## src/rtl/mem_req_shaper.sv

```systemverilog
// rtl/mem_req_shaper.sv - per-master request/release pulse shaper in front of the memory access controller
//
// Purpose: turns level-style want/fin signals from three bus masters into
// one-cycle req/done pulses. Ownership is tracked from the controller's
// accmodule grant. A request that is not granted is re-issued after TIMEOUT
// cycles.
//
// Ports:
//   clk        - rising-edge clock
//   reset_n    - synchronous active-low reset
//   want[2:0]  - level, master n wants memory (sampled only in IDLE)
//   fin[2:0]   - master n finished (honoured only in OWN while owner)
//   accmodule  - current owner: 0 none, n+1 = master n
//   req[2:0]   - one-cycle request pulses
//   done[2:0]  - one-cycle release pulses
//   granted    - high while master n is in OWN
//   retries    - saturating count of timeout re-requests (all masters)
//   preempts   - saturating count of ownership losses without done (all masters)

module mem_req_shaper #(
    parameter int TIMEOUT = 8,
    parameter int CNT_W   = 4
) (
    input  logic             clk,
    input  logic             reset_n,
    input  logic [2:0]       want,
    input  logic [2:0]       fin,
    input  logic [1:0]       accmodule,
    output logic [2:0]       req,
    output logic [2:0]       done,
    output logic [2:0]       granted,
    output logic [CNT_W-1:0] retries,
    output logic [CNT_W-1:0] preempts
);

    localparam int WC_W = $clog2(TIMEOUT);
    localparam logic [WC_W-1:0]  WC_LAST = WC_W'(TIMEOUT - 1);
    localparam logic [CNT_W+1:0] SAT_W   = {2'b00, {CNT_W{1'b1}}};

    typedef enum logic [2:0] {
        S_IDLE,
        S_REQ,
        S_WAIT,
        S_OWN,
        S_DONE
    } state_t;

    state_t          state_q [3];
    state_t          state_d [3];
    logic [WC_W-1:0] wcnt_q  [3];
    logic [WC_W-1:0] wcnt_d  [3];

    logic [CNT_W-1:0] retries_q, retries_d;
    logic [CNT_W-1:0] preempts_q, preempts_d;

    logic [2:0]       own;
    logic [2:0]       retry_hit;
    logic [2:0]       preempt_hit;
    logic [CNT_W+1:0] retries_sum;
    logic [CNT_W+1:0] preempts_sum;

    assign own = {accmodule == 2'd3, accmodule == 2'd2, accmodule == 2'd1};

    // Per-master next-state logic; the three FSMs never interact.
    always_comb begin
        retry_hit   = 3'b000;
        preempt_hit = 3'b000;
        for (int n = 0; n < 3; n++) begin
            state_d[n] = state_q[n];
            wcnt_d[n]  = wcnt_q[n];
            case (state_q[n])
                S_IDLE: begin
                    if (want[n]) begin
                        state_d[n] = S_REQ;
                    end
                end
                S_REQ: begin
                    state_d[n] = S_WAIT;
                    wcnt_d[n]  = '0;
                end
                S_WAIT: begin
                    // A grant wins over a timeout landing in the same cycle.
                    if (own[n]) begin
                        state_d[n] = S_OWN;
                    end else if (wcnt_q[n] == WC_LAST) begin
                        state_d[n]   = S_REQ;
                        retry_hit[n] = 1'b1;
                    end else begin
                        wcnt_d[n] = wcnt_q[n] + 1'b1;
                    end
                end
                S_OWN: begin
                    // Losing the grant dominates fin: a done pulse is only
                    // ever issued by the current owner.
                    if (!own[n]) begin
                        state_d[n]     = S_WAIT;
                        wcnt_d[n]      = '0;
                        preempt_hit[n] = 1'b1;
                    end else if (fin[n]) begin
                        state_d[n] = S_DONE;
                    end
                end
                S_DONE: begin
                    state_d[n] = S_IDLE;
                end
                default: begin
                    state_d[n] = S_IDLE;
                end
            endcase
        end
    end

    // Statistics: add the number of simultaneous triggers, then clamp.
    always_comb begin
        retries_sum  = {2'b00, retries_q}
                     + (CNT_W+2)'(retry_hit[0])
                     + (CNT_W+2)'(retry_hit[1])
                     + (CNT_W+2)'(retry_hit[2]);
        preempts_sum = {2'b00, preempts_q}
                     + (CNT_W+2)'(preempt_hit[0])
                     + (CNT_W+2)'(preempt_hit[1])
                     + (CNT_W+2)'(preempt_hit[2]);
        retries_d    = (retries_sum > SAT_W) ? {CNT_W{1'b1}} : retries_sum[CNT_W-1:0];
        preempts_d   = (preempts_sum > SAT_W) ? {CNT_W{1'b1}} : preempts_sum[CNT_W-1:0];
    end

    always_ff @(posedge clk) begin
        if (!reset_n) begin
            for (int n = 0; n < 3; n++) begin
                state_q[n] <= S_IDLE;
                wcnt_q[n]  <= '0;
            end
            retries_q  <= '0;
            preempts_q <= '0;
        end else begin
            for (int n = 0; n < 3; n++) begin
                state_q[n] <= state_d[n];
                wcnt_q[n]  <= wcnt_d[n];
            end
            retries_q  <= retries_d;
            preempts_q <= preempts_d;
        end
    end

    // Outputs decode straight from state flops, so they are registered.
    always_comb begin
        req     = 3'b000;
        done    = 3'b000;
        granted = 3'b000;
        for (int n = 0; n < 3; n++) begin
            req[n]     = (state_q[n] == S_REQ);
            done[n]    = (state_q[n] == S_DONE);
            granted[n] = (state_q[n] == S_OWN);
        end
    end

    assign retries  = retries_q;
    assign preempts = preempts_q;

endmodule

```

## config.mk

```make
export PLATFORM = sky130hd
export DESIGN_NAME = mem_req_shaper
export DESIGN_NICKNAME = d
export VERILOG_FILES = /design/src/rtl/mem_req_shaper.sv
export SDC_FILE = /design/constraint.sdc
export NUM_CORES = 1
export LEC_CHECK = 0
export ABC_AREA = 0
export ABC_CLOCK_PERIOD_IN_PS = 2800
export CAP_MARGIN = 15
export CORE_UTILIZATION = 40
export DETAILED_ROUTE_END_ITERATION = 16
export GPL_ROUTABILITY_DRIVEN = 0
export PLACE_DENSITY = 0.73
export SLEW_MARGIN = 20
export SYNTH_ARGS = -nofsm -noshare
export SYNTH_HDL_FRONTEND = slang
export SYNTH_SLANG_ARGS = --single-unit
```

## constraint.sdc

```tcl
create_clock -name clk -period 2.8 [get_ports clk]
set_clock_uncertainty 0.2 [all_clocks]
set_input_delay 0.28 -clock clk [delete_from_list [all_inputs] [get_ports clk]]
set_output_delay 0.28 -clock clk [all_outputs]
set_load 0.02 [all_outputs]
```

# Word-level counts from Yosys, hierarchy flattened
# Memory sizes are Yosys's and may differ from the RTL's.
# Index checks and enable logic that the tools add are counted.
[totals]
wordCells = 97
ram_bits = 18
output_inout_bits = 17
latch_bits = 0
mem_bits_ro = 0
ff_bits = 8
mem_count = 2
[memory_table]
columns = ["name", "words", "width", "read_ports", "rd_ports_with_merged_regs", "wr", "line", "rtl"]
rows = [
  ["state_q", 3, 3, 3, 0, 3, "48", "state_t state_q [3];"],
  ["wcnt_q", 3, 3, 3, 0, 3, "50", "logic [WC_W-1:0] wcnt_q [3];"],
]
[op_classes]
add_sub_neg = 9
order_cmp = 2
eq_ne = 18
n_mul = 0
n_div = 0
bitwise_logic = 6
shifts = 0
reduce_logical = 3
n_mux = 55
[op_table]
columns = ["op", "n"]
rows = [
  ["3-bit two-way mux", 30],
  ["3-bit case mux with 4 select lines", 3],
  ["3-bit case mux with 3 select lines", 3],
  ["3-bit by 2-bit == test with 1-bit output (second input constant)", 6],
  ["3-bit == test (second input constant)", 6],
  ["1-bit two-way mux", 17],
  ["5-bit by 1-bit adder with 6-bit output", 2],
  ["6-bit by 1-bit adder with 6-bit output", 2],
  ["6-bit by 4-bit > comparator with 1-bit output (second input constant)", 2],
  ["4-bit by 1-bit adder with 5-bit output", 2],
  ["3-bit by 1-bit adder with 3-bit output (second input constant)", 3],
  ["3-bit by 1-bit == test with 1-bit output (second input constant)", 3],
  ["3-bit zero test", 3],
  ["4-bit two-way mux", 2],
  ["1-bit OR", 6],
  ["2-bit == test (second input constant)", 2],
  ["2-bit by 1-bit == test with 1-bit output (second input constant)", 1],
]

# Depth between registers and ports, before layout
# Gate-level depths: netlist (run 1).
[depth]
ltp_word = 9
depth_mapped = 12
mapped_depth_nobuf = 11

# Least setup slack after synthesis (run 1)
# No wires, ideal clock.
[synth_timing]
path_kind = "reg-to-reg"
startpoint = "memory state_q[0][0] in the netlist's numbering"
endpoint = "register preempts_q[3], in the netlist preempts[3]"
required_ns = 2.509
path_buffers = 0
synth_period_minus_slack_ns = 2.657
setup_slack_ns = 0.143
setup_time_ns = 0.091
arrival_time_ns = 2.366
stages_incl_launch_ff = 12
path_cell_list = "dfxtp_1 -> nand2_1 -> nor2_1 -> nand2_1 -> fa_1 -> inv_1 -> ha_1 -> inv_1 -> fa_1 -> inv_1 -> nor2_1 -> a311oi_1"
[synth_rtl]
columns = ["element", "line", "rtl"]
rows = [
  ["start, declared", "48", ""],
  ["end signal, assigned", "141", "preempts_q <= preempts_d;"],
  ["end, declared", "54", "logic [CNT_W-1:0] preempts_q, preempts_d;"],
]

==> impl_metrics.csv, run 1 <==
group,metric,value,unit
sta,hold_viol_final,0,
global_route,grt_antenna_before_repair,0,
setup_path,criticalPathCategory,"reg2reg",
synthesis,synth-seq-cells,26,
setup_path,crit_arrival,2.61,ns
clock_network,ctsResizeCount,0,
synthesis,synth_edf_count,0,
setup_path,start_kind,"flop",
global_route,grt_pass1_wl,5.44,mm
sta,worst_pin_slew,0.495,ns
power,share_comb_of_total_power,21.1,%
power,power_switching,0.000219,W
worst_hold_path,hp-start,"accmodule[1]",
sta,period_needed,2.60,ns
setup_path,startpoint,"wcnt_q[0][0]",
place,post-dp-hpwl,2.36,mm
route,vias,1325,
synthesis,netlist_instances,177,
power,p_leak,0.849,nW
sta,relSlewSlack,66.5,%
power,cell_internal_pwr,0.000599,W
run_status,status,"complete, no violations",
sta,holdWs,0.269,ns
clock_network,post_cts.repair.setup_buffers,0,
power,seqPwrFrac,49.2,%
setup_path,r2r-start,"wcnt_q[0][0]",
sta,timing.fmax,384,MHz
setup_path,crit_fanout,4,
sta,min_period_over_period,92.9,%
floorplanning,pin_count,27,
setup_path,end_kind,"flop",
global_route,grt_max_degree,17,
route,wirelength,3.00,mm
clock_network,root_buffer,"clkbuf_8",
finish,fin_util,54.0,%
clock_network,cts_htree_levels,1,
power,swShare,26.8,%
floorplanning,dieWidth,64.7,um
global_route,gr-usage-met3,2.46,%
floorplanning,row_count,22,
job,drv_cap,0,
clock_network,cts_buffers,3,
clock_network,clock-sinks,26,
synthesis,synth_area,1570,um2
clock_network,clkTransAtPathRegs,0.09,ns
synthesis,synth_ff_type,"dfxtp_1",
clock_network,cts-hold-fix-buffers,0,
sta,finalMaxSlewViolations,0,
sta,rsz0062_at_grt,"no",
clock_network,clock_latency,0.27,ns
route,firstDrtPassIters,4,
synthesis,yosys_warnings,0,
route,avgViaCountPerCell,5.06,
clock_network,cts_tree,"built",
synthesis,async_flop_share,0,%
synthesis,synth_seq_area_share,33.1,%
global_route,grt_use_met2,26.8,%
global_route,grt_overflow_total,0,
synthesis,syn_area_per_cell,8.87,um2
finish,final_nets,239,
worst_hold_path,min_path_type,"in2reg",
finish,antenna_cells,0,
floorplanning,core,3720,um2
route,drc,0,
synthesis,syn_nets,201,
synthesis,synth.distinct_cells,42,
floorplanning,initial_utilization,42.3,%
global_route,grtUsageMet1,21.6,%
global_route,grtUsageTotal,16.4,%
clock_network,clk_path_buf_depth,2,
finish,area_delta_synth_final,27.9,%
global_route,busiest_layer,"met2",
finish,drive_gt1_share,11.7,%
route,ant_nets,0,
power,power_density,407,nW/um2
place,port_buffers,26,
floorplanning,dieArea,4180,um2
setup_path,worstPathRequired,2.80,ns
sta,setup_viol,0,
global_route,first_global_vias,1274,
power,pwr-share-clk,29.8,%
route,first_iter_violations,24,
power,ir_drop,171,uV
power,total_power,0.000818,W
floorplanning,fp.dieH,64.7,um
route,wl_per_cell,11.5,um
[sequential cells by signal, indices dropped and copies added (netlist names)]
| name | cells |
|---|---|
| wcnt_q | 9 |
| retries | 4 |
| state_q | 9 |
| preempts | 4 |
[cells in the mapped netlist (2+ instances only)]
master	number	area share, %
dfxtp_1	26	33
inv_1	24	5.7
nand2_1	16	3.8
ha_1	10	8.0
mux2i_1	10	6.4
a21oi_1	9	2.9
nand3_1	8	2.5
nor2_1	6	1.4
nor3_1	6	1.9
nand2b_1	5	2.0
nor3b_1	5	2.4
fa_1	4	5.1
nand3b_1	4	1.9
and3_1	3	1.2
nand4_1	3	1.2
nor2b_1	3	1.2
o21ai_0	3	0.96
a31oi_1	2	0.80
and3b_1	2	1.1
clkbuf_1	2	0.48
o2111a_1	2	1.4
o211ai_1	2	0.96
o311a_1	2	1.3
or3_1	2	0.80
[logic make-up after synthesis]
kind of cell	after synthesis	synth area share, %
adders and majority gates	14	13.1
muxes	10	6.37
and+or+nand+nor	67	23.5
buffers and inverters	30	7.97
DFF	26	33.1
AOI/OAI and AO/OA	30	15.9
[layer usage]
layer,vias up,share of wire [%]
met2,16,45
met5,-,0
met3,4,2.9
met1,607,50
li1,698,-
met4,0,1.5
[metrics by stage]
stage          area [um2]  setup TNS, ns  setup slack, ns  std cells
2_1_floorplan        1570              0            0.143        177
6_report             2010              0            0.198        262
3_3_place_gp         1950         -0.155          -0.0536        258
4_1_cts              2000              0            0.178        262
3_5_place_dp         1950         -0.402           -0.113        258
5_1_grt              2010              0           0.0281        262
[layout make-up]
type	count	area, um2
well taps	48	60.1
multi-input cells	121	925
repair buffers	38	353
clock buffers	4	55.1
flip-flops and latches	26	522
inverters	25	93.8
fillers	361	1710
[power groups by stage]
stage	logic (W)	clock network [W]	registers, W
after global placement	0.000174	0	0.000410
after detailed placement	0.000174	0	0.000410
after CTS	0.000175	0.000251	0.000401
after floorplan	0.000111	0	0.000408
after global routing	0.000190	0.000273	0.000405
final	0.000172	0.000244	0.000402
[path summary, 6_finish.rpt]
kind / cells after the start / end / slack (ns)
min: 4 / state_q[0][2] / 0.27
min reg2reg: 2 / wcnt_q[0][4] / 0.27
max reg2reg: 11 / retries[1] / 0.20
max: 11 / retries[1] / 0.20
[layout by cell type (no fill, tap or decap), types with 3 or more instances in the layout]
master / instances
a21oi_1: 9
and3_1: 3
buf_4: 12
clkbuf_8: 4
clkdlybuf4s50_1: 25
dfxtp_1: 25
fa_1: 4
ha_1: 10
inv_1: 24
mux2i_1: 10
nand2_1: 16
nand2b_1: 5
nand3_1: 8
nand3b_1: 4
nand4_1: 3
nor2_1: 6
nor2b_1: 3
nor3_1: 6
nor3b_1: 5
o21ai_0: 3
[critical path: stages (launching register included)]
cell	delay, ns
dfxtp_1	0.36
ha_1	0.15
ha_1	0.21
nand4_1	0.14
fa_1	0.46
inv_1	0.07
ha_1	0.16
inv_1	0.05
fa_1	0.37
inv_1	0.09
nand3_1	0.10
a21oi_1	0.16
No activity file was read; power rests on OpenSTA's default activity.
==> run 2: changes to the inputs <==
- CTS_BUF_LIST: unset -> sky130_fd_sc_hd__clkbuf_8
- GPL_TIMING_DRIVEN: unset -> 0
==> impl_metrics.csv, run 2 (synthesis results as in run 1) <==
group,metric,value,unit
route,first_iter_violations,103,
setup_path,start_kind,"flop",
place,port_buffers,25,
clock_network,clkTransAtPathRegs,0.09,ns
finish,largestRegisters,"state_q (9), wcnt_q (9)",
finish,final.fill_count,363,
floorplanning,core,3720,um2
global_route,first_global_vias,1271,
route,vias,1341,
setup_path,crit_slowest_cell,"fa_1",
worst_hold_path,min_path_type,"in2reg",
sta,fin_ws,0.187,ns
route,drc,0,
route,avgViaCountPerCell,5.26,
job,drv_cap,0,
clock_network,cts_tree,"built",
place,post-dp-hpwl,2.37,mm
setup_path,crit_arrival,2.59,ns
floorplanning,initial_utilization,42.3,%
route,ant_nets,0,
setup_path,criticalPathCategory,"reg2reg",
route,firstDrtPassIters,4,
sta,timing.fmax,383,MHz
place,dp_cells,250,
global_route,grtUsageTotal,16.8,%
finish,area_delta_synth_final,26.5,%
clock_network,clk_path_buf_depth,2,
sta,relSlewSlack,65.3,%
setup_path,path_cells,"buf_6, nand3b_1, inv_2, nand2_1, fa_1, inv_1, ha_1, inv_1, fa_1, inv_1, nor2_1, a311oi_1",
global_route,grtUsageMet1,22.2,%
clock_network,cts_buffers,3,
global_route,grt_antenna_before_repair,0,
floorplanning,row_count,22,
setup_path,cp_slowest_stage_delay,0.43,ns
finish,antenna_cells,0,
global_route,grt_overflow_total,0,
finish,seqCellArea,527,um2
sta,worst_pin_slew,0.521,ns
setup_path,end_kind,"flop",
sta,holdWs,0.168,ns
finish,multiInputGateArea,957,um2
sta,rsz0062_at_grt,"no",
route,wl_per_cell,12.5,um
clock_network,cts_htree_levels,1,
power,power_density,410,nW/um2
clock_network,root_buffer,"clkbuf_8",
global_route,busiest_layer,"met2",
run_status,status,"complete, no violations",
floorplanning,fp.dieH,64.7,um
finish,final_nets,232,
finish,final_cell_mix,"inv_1 (23), clkdlybuf4s50_1 (23), dfxtp_1 (21)",
floorplanning,pin_count,27,
place,place_ws,-0.241,ns
global_route,gr-usage-met3,2.11,%
floorplanning,dieArea,4180,um2
route,wirelength,3.19,mm
sta,hold_viol_final,0,
global_route,grt_use_met2,29.3,%
power,p_leak,0.825,nW
clock_network,clock_latency,0.27,ns
sta,setup_viol,0,
power,ir_drop,262,uV
setup_path,worstPathRequired,2.78,ns
finish,drive_gt1_share,13.5,%
floorplanning,dieWidth,64.7,um
sta,min_period_over_period,93.3,%
global_route,grt_max_degree,15,
global_route,grt_pass1_wl,5.65,mm
setup_path,crit_top_cell,"inv_1",
finish,instances_no_fill,255,
sta,finalMaxSlewViolations,0,
setup_path,crit_fanout,9,
sta,period_needed,2.61,ns
clock_network,clock-sinks,26,
==> run 2: path summary, 6_finish.rpt <==
kind	startpoint	end	slack (ns)	depth (start not counted)
max	state_q[0][8]	preempts[3]	0.19	12
min	reset_n	wcnt_q[0][8]	0.17	3
max reg2reg	state_q[0][8]	preempts[3]	0.19	12
min reg2reg	wcnt_q[0][8]	wcnt_q[0][8]	0.27	2
==> run 2: metrics by stage <==
| stage | power (W) | setup TNS, ns | area (um2) | util, % |
|---|---|---|---|---|
| 6_report | 0.000814 | 0 | 1990 | 53.5 |
| 5_1_grt | 0.000857 | 0 | 1990 | 53.5 |
| 4_1_cts | 0.000814 | 0 | 1940 | 52.2 |
| 3_5_place_dp | 0.000571 | -1.38 | 1880 | 50.6 |
| 3_3_place_gp | 0.000570 | -1.33 | 1880 | 50.6 |
| 2_1_floorplan | 0.000518 | 0 | 1570 | - |
==> run 2: cell type report <==
cell class	instances	share of cell area, %
Inverter	25	4.72
Tap cell	48	3.02
Timing Repair Buffer	26	13.2
Clock buffer	4	2.77
Multi-Input combinational cell	121	48.2
Buffer	5	1.57
Sequential cell	26	26.5
==> run 2: timing repair <==
action,in CTS,in global routing
cloned,0,0
buffers inserted,0,1
endpoints found under the setup margin,2,8
hold buffers,0,0
pin swaps,0,1
gates resized for setup,1,15
==> run 2: worst max-delay path: cells and delay by family (launching register included) <==
family                     cells  cell delay (ns)
DFF                            1             0.32
buffers and inverters          5             0.46
adders and majority gates      3             0.96
and+or+nand+nor                3             0.35
AOI/OAI and AO/OA              1             0.25
==> run 2: metal layers <==
metal	wire, um	share of wire, %	up-vias
met5	0	0	-
met4	30	0.94	0
met3	83	2.6	2
met2	1530	48	18
met1	1550	49	638
li1	-	-	683
==> run 2: power breakdown <==
group | internal, W | switching (W) | leakage, nW | total, W
Sequential | 0.000385 | 0.0000194 | 0.213 | 0.000405
Combinational | 0.0000818 | 0.0000845 | 0.583 | 0.000166
Clock | 0.000125 | 0.000117 | 0.0288 | 0.000243
Total | 0.000593 | 0.000221 | 0.825 | 0.000814
